### config.mk
export PLATFORM = sky130hd
export DESIGN_NAME = gte_mac_accum
export DESIGN_NICKNAME = d
export VERILOG_FILES = /design/src/rtl/gte_mac_accum.sv
export SDC_FILE = /design/constraint.sdc
export NUM_CORES = 1
export LEC_CHECK = 0
export CAP_MARGIN = 10
export CORE_ASPECT_RATIO = 1.75
export CORE_MARGIN = 4
export CORE_UTILIZATION = 48
export CTS_BUF_LIST = sky130_fd_sc_hd__clkbuf_4 sky130_fd_sc_hd__clkbuf_8
export CTS_CLUSTER_DIAMETER = 120
export DETAILED_ROUTE_END_ITERATION = 10
export PLACE_DENSITY_LB_ADDON = 0.2
export SLEW_MARGIN = 5
export SYNTH_ARGS = -nofsm -noshare
export SYNTH_HDL_FRONTEND = slang
export SYNTH_SLANG_ARGS = --single-unit
### constraint.sdc
create_clock -name i_clk -period 10.4 [get_ports i_clk]
set_input_delay 2.08 -clock i_clk [delete_from_list [all_inputs] [get_ports i_clk]]
set_output_delay 2.08 -clock i_clk [all_outputs]
set_load 0.01 [all_outputs]
### src/rtl/gte_mac_accum.sv
// GTE MAC accumulator: sums three signed lane products into 44-bit MAC1..3, then finalizes MAC/IR/FLAG (`GTE_ACC_RAW_OUT_EN adds o_raw0..2).
// Latency: outputs and o_done appear one cycle after the i_last step.
// Backpressure: none; every accepted step is consumed, steps outside an operation are dropped.
module gte_mac_accum #(
  parameter int ACC_W  = 44,
  parameter int PROD_W = 35
) (
  input  logic              i_clk,
  input  logic              i_rst,
  input  logic              i_valid,
  input  logic              i_first,
  input  logic              i_last,
  input  logic              i_sf,
  input  logic              i_lm,
  input  logic [PROD_W-1:0] i_prod0,
  input  logic [PROD_W-1:0] i_prod1,
  input  logic [PROD_W-1:0] i_prod2,
  input  logic [31:0]       i_bias0,
  input  logic [31:0]       i_bias1,
  input  logic [31:0]       i_bias2,
  output logic              o_busy,
  output logic              o_done,
  output logic [31:0]       o_mac0,
  output logic [31:0]       o_mac1,
  output logic [31:0]       o_mac2,
  output logic [15:0]       o_ir0,
  output logic [15:0]       o_ir1,
  output logic [15:0]       o_ir2,
  output logic [31:0]       o_flag
`ifdef GTE_ACC_RAW_OUT_EN
  ,
  output logic [ACC_W-1:0]  o_raw0,
  output logic [ACC_W-1:0]  o_raw1,
  output logic [ACC_W-1:0]  o_raw2
`endif
);

  typedef enum logic [1:0] {S_IDLE, S_ACC, S_FIN} state_t;

  localparam logic signed [ACC_W-1:0] IR_MAX = ACC_W'(32767);
  localparam logic signed [ACC_W-1:0] IR_NEG = ACC_W'(-32768);

  state_t state_q, state_d;
  logic   step, fin_take;

  logic signed [PROD_W-1:0] prod  [3];
  logic signed [31:0]       bias  [3];
  logic signed [ACC_W-1:0]  acc_q [3];
  logic signed [ACC_W-1:0]  acc_d [3];
  logic signed [ACC_W:0]    base  [3];
  logic signed [ACC_W:0]    sum   [3];
  logic signed [ACC_W-1:0]  sh    [3];
  logic [15:0]              ir_d  [3];
  logic signed [ACC_W-1:0]  ir_lo;
  logic [2:0]               pos_q, neg_q, pos_d, neg_d, ir_sat;
  logic [31:0]              flag_d;

  assign prod[0] = i_prod0;
  assign prod[1] = i_prod1;
  assign prod[2] = i_prod2;
  assign bias[0] = i_bias0;
  assign bias[1] = i_bias1;
  assign bias[2] = i_bias2;

  // A step is taken only inside an operation, or when it opens a new one.
  assign step     = i_valid & (i_first | (state_q == S_ACC));
  assign fin_take = step & i_last;

  always_ff @(posedge i_clk) begin
    if (i_rst) state_q <= S_IDLE;
    else       state_q <= state_d;
  end

  always_comb begin
    state_d = state_q;
    case (state_q)
      S_IDLE:  if (step) state_d = i_last ? S_FIN : S_ACC;
      S_ACC:   if (fin_take) state_d = S_FIN;
      S_FIN:   state_d = step ? (i_last ? S_FIN : S_ACC) : S_IDLE;
      default: state_d = S_IDLE;
    endcase
  end

  always_comb begin
    o_busy = (state_q != S_IDLE);
    o_done = (state_q == S_FIN);
  end

  // Finalize works on the post-step accumulator so results land one cycle after i_last.
  always_comb begin
    ir_lo  = i_lm ? '0 : IR_NEG;
    flag_d = '0;
    for (int n = 0; n < 3; n++) begin
      base[n]   = i_first ? {{(ACC_W-43){bias[n][31]}}, bias[n], 12'b0}
                          : {acc_q[n][ACC_W-1], acc_q[n]};
      sum[n]    = base[n] + {{(ACC_W+1-PROD_W){prod[n][PROD_W-1]}}, prod[n]};
      acc_d[n]  = sum[n][ACC_W-1:0];
      pos_d[n]  = (~i_first & pos_q[n]) | (~sum[n][ACC_W] &  sum[n][ACC_W-1]);
      neg_d[n]  = (~i_first & neg_q[n]) | ( sum[n][ACC_W] & ~sum[n][ACC_W-1]);
      sh[n]     = i_sf ? (acc_d[n] >>> 12) : acc_d[n];
      ir_sat[n] = 1'b1;
      if (sh[n] > IR_MAX) begin
        ir_d[n] = 16'h7fff;
      end else if (sh[n] < ir_lo) begin
        ir_d[n] = ir_lo[15:0];
      end else begin
        ir_d[n]   = sh[n][15:0];
        ir_sat[n] = 1'b0;
      end
      flag_d[30-n] = pos_d[n];
      flag_d[27-n] = neg_d[n];
      flag_d[24-n] = ir_sat[n];
    end
    // IR3 saturation (bit 22) deliberately stays out of the summary bit.
    flag_d[31] = |flag_d[30:23];
  end

  always_ff @(posedge i_clk) begin
    if (i_rst) begin
      for (int n = 0; n < 3; n++) acc_q[n] <= '0;
      pos_q  <= '0;
      neg_q  <= '0;
      o_mac0 <= '0;
      o_mac1 <= '0;
      o_mac2 <= '0;
      o_ir0  <= '0;
      o_ir1  <= '0;
      o_ir2  <= '0;
      o_flag <= '0;
`ifdef GTE_ACC_RAW_OUT_EN
      o_raw0 <= '0;
      o_raw1 <= '0;
      o_raw2 <= '0;
`endif
    end else begin
      if (step) begin
        for (int n = 0; n < 3; n++) acc_q[n] <= acc_d[n];
        pos_q <= pos_d;
        neg_q <= neg_d;
      end
      if (fin_take) begin
        o_mac0 <= sh[0][31:0];
        o_mac1 <= sh[1][31:0];
        o_mac2 <= sh[2][31:0];
        o_ir0  <= ir_d[0];
        o_ir1  <= ir_d[1];
        o_ir2  <= ir_d[2];
        o_flag <= flag_d;
`ifdef GTE_ACC_RAW_OUT_EN
        o_raw0 <= acc_d[0];
        o_raw1 <= acc_d[1];
        o_raw2 <= acc_d[2];
`endif
      end
    end
  end

endmodule
==> out/metrics.yaml <==
synth:
  ys_seq_elements: 294
  syn_avg_cell_area_um2: 8.31
  syn-cell-area_um2: 23800
  yosysTopAreaCell: "edfxtp_1"
  yosysTopAreaCellShare: 0.167
  ys.flop_type: "dfxtp_1"
  synth_edf_count: 132
  yosysWarnings: 0
  syn_inst: 2864
  synth_seq_area_share: 0.303
  synth_cell_types: 106
  synthArstFlopShare: 0
  yosys-top-cells-area: "edfxtp_1 (17%), dfxtp_1 (14%), ha_1 (11%)"
run:
  drv_cap: 0
clock_network:
  clockBufferDepth: 3
  cts_tree: "built"
  postCtsSetupRepairBufs: 0
  clkTransAtPathRegs_ns: 0.06
  cts_resized: 0
  clk_latency_ns: 0.68
  numClockSinks: 294
  cts-root-buf: "clkbuf_8"
  cts_hold_buf: 0
  htreeDepth: 2
  cts_made_buffers: 49
layout:
  synthToLayoutAreaGrowth_pct: 21.6
  fin_nets: 3578
  layout.cells.non_filler: 3847
  final_area_um2: 28900
  drive_above_1_share: 0.0968
  fin_util: 0.592
pwr:
  p_int_uw: 2790
  clkPwrFrac: 0.267
  power.leakage_uw: 0.0117
  swShare: 0.406
  pwr-share-seq: 0.290
  pwr-share-comb: 0.443
  power_density_nw_per_um2: 162
  ir_drop_mv: 0.155
  switching_power_uw: 1900
setup_path:
  required_ns: 10.98
  critPathMaxFanout: 31
  max_stage_delay_ns: 0.69
  worst_setup_path_end_kind: "register"
  slowest_stage: "o311ai_1"
  startpoint_type: "input pin"
  path_common_cell: "a21oi_1"
  critPathKind: "in2reg"
  crit_arrival_ns: 9.69
grt:
  grt_pass1_wl_um: 146000
  grt_pass1_vias: 24400
  grt_max_degree: 92
  grt_usage: 0.359
  overflow: 0
  antenna_found_initial: 1
placement:
  portBuffers: 363
  hpwl_um: 78100
  placed_cells: 3754
  placed_area_um2: 27800
  gp_congestion: 0.990
timing:
  hold_violations: 0
  slew_headroom: 0.266
  fin_crit_ns: 9.11
  fmax_ghz: 0.110
  worst_slew_pin_slew_ns: 1.10
  finalSetupTns_ns: 0
  fin_crit_sh: 0.876
  final.setup_skew_ns: 0.0508
  rsz0062_at_grt: "no"
  setup_violations: 0
  drv_slew: 0
route:
  vias: 23800
  drt-total-wl_um: 99400
  drtIter0Drc: 1785
  dr.pass1.iters: 6
  viasPerCell: 6.18
  ant_nets: 0
  wl_per_cell_um: 25.8
  drcViolationCount: 0
die:
  core_um2: 48900
  die_area_um2: 53300
  initial_core_util: 0.487
  fp.dieW_um: 176
  ios: 386
  num_rows: 107
  die_h_um: 303
worst_hold_path:
  hold_class: "reg2reg"
outcome:
  outcome: "completed"
==> layout make-up <==
type,instances,area [µm²]
Antenna cell,2,5.00
Clock buffer,74,937
Clock inverter,17,240
Fill cell,4400,19900
Inverter,59,221
Multi-Input combinational cell,2352,15600
Sequential cell,294,7210
Tap cell,654,818
Timing Repair Buffer,395,3880
==> power by group through the flow <==
stage | registers (µW) | logic (µW) | clock network, µW
detailed placement | 1380 | 2030 | 0
floorplan | 1390 | 1220 | 0
global route | 1370 | 2210 | 1320
global placement | 1380 | 2000 | 0
finish | 1360 | 2070 | 1250
CTS | 1360 | 2040 | 1270
==> critical path, delay by kind of cell <==
family          cells  cell delay [ns]
xor+xnor            1             0.27
mux                 2             0.74
fa+ha+maj           2             0.56
compound gates     11             3.11
simple gates        8             1.80
buf+inv             3             1.08
==> cell families (layout without fill, tap and decap cells) <==
| logic type | after synthesis | count (layout) | synth area share |
|---|---|---|---|
| compound gates | 847 | 847 | 0.229 |
| fa+ha+maj | 219 | 219 | 0.116 |
| flops | 294 | 294 | 0.303 |
| simple gates | 1012 | 1012 | 0.200 |
| buf+inv | 239 | 545 | 0.0445 |
| other cells | 1 | 24 | 0.000158 |
| mux | 139 | 139 | 0.0643 |
| xor+xnor | 113 | 113 | 0.0422 |
==> routing by layer <==
| layer | GRT usage | up-vias | wire length [µm] |
|---|---|---|---|
| li1 | - | 11000 | - |
| met1 | 0.343 | 11300 | 32300 |
| met2 | 0.678 | 1047 | 52200 |
| met3 | 0.0507 | 375 | 5460 |
| met4 | 0.280 | 0 | 9450 |
| met5 | 0 | - | 0 |
==> final timing paths <==
kind,depth (start not counted),slack [ns],startpoint,endpoint
max,27,1.29,i_first,o_ir0[15]
max reg2reg,24,3.22,acc_q[0][88],o_ir2[8]
min reg2reg,2,0.46,o_mac2[19],o_mac2[19]
min,2,0.46,o_mac2[19],o_mac2[19]
==> registers in the layout, summed over array words and instances (netlist names), 3 cells and up <==
name	cells
acc_q	132
o_ir2	16
pos_q	3
o_mac0	32
o_flag	10
o_ir1	16
neg_q	3
o_ir0	16
o_mac2	32
o_mac1	32
==> synth_stat cells (12+ instances only) <==
library cell,count
nand4_1,61
a211oi_1,70
a21oi_1,258
a21o_1,70
inv_1,57
or3_1,12
edfxtp_1,132
or2_2,14
nand3_1,30
mux2i_1,29
ha_1,216
mux2_2,110
o21ai_0,190
and2_1,43
buf_4,22
nand2b_1,20
xor2_1,49
o211ai_1,22
and4_1,14
buf_2,20
nand2_1,239
o21a_1,29
o22ai_1,25
clkbuf_1,122
dfxtp_1,162
a31oi_1,18
o21bai_1,21
nor2b_1,50
and3_1,25
xnor2_1,62
nor2_1,404
nor3_1,59
==> cell usage in the layout, fill, tap and decap left out, drive strengths merged, types with 20 or more instances in the layout <==
cell type	count
nand2b	20
o211ai	22
a211oi	72
clkdlybuf4s50	359
a21o	70
nand2	239
clkbuf	74
o21a	30
nand3	32
edfxtp	132
nor2b	50
o22ai	36
inv	62
a21oi	259
o21bai	21
conb	22
dfxtp	162
ha	216
xor2	50
xnor2	63
and3	25
mux2i	29
buf	36
and2	43
o21ai	202
nor3	60
nand4	61
nor2	404
mux2	110
==> per-stage QoR <==
stage                     total power, µW  hold WS [ns]  setup slack (ns)
final                                4690         0.457              1.29
after global routing                 4890         0.476              1.03
after CTS                            4670         0.457              1.59
after detailed placement             3410         0.448             0.879
after global placement               3380         0.442              1.12
after floorplan                      2610         0.478              2.07
(Power assumes the default switching activity.)
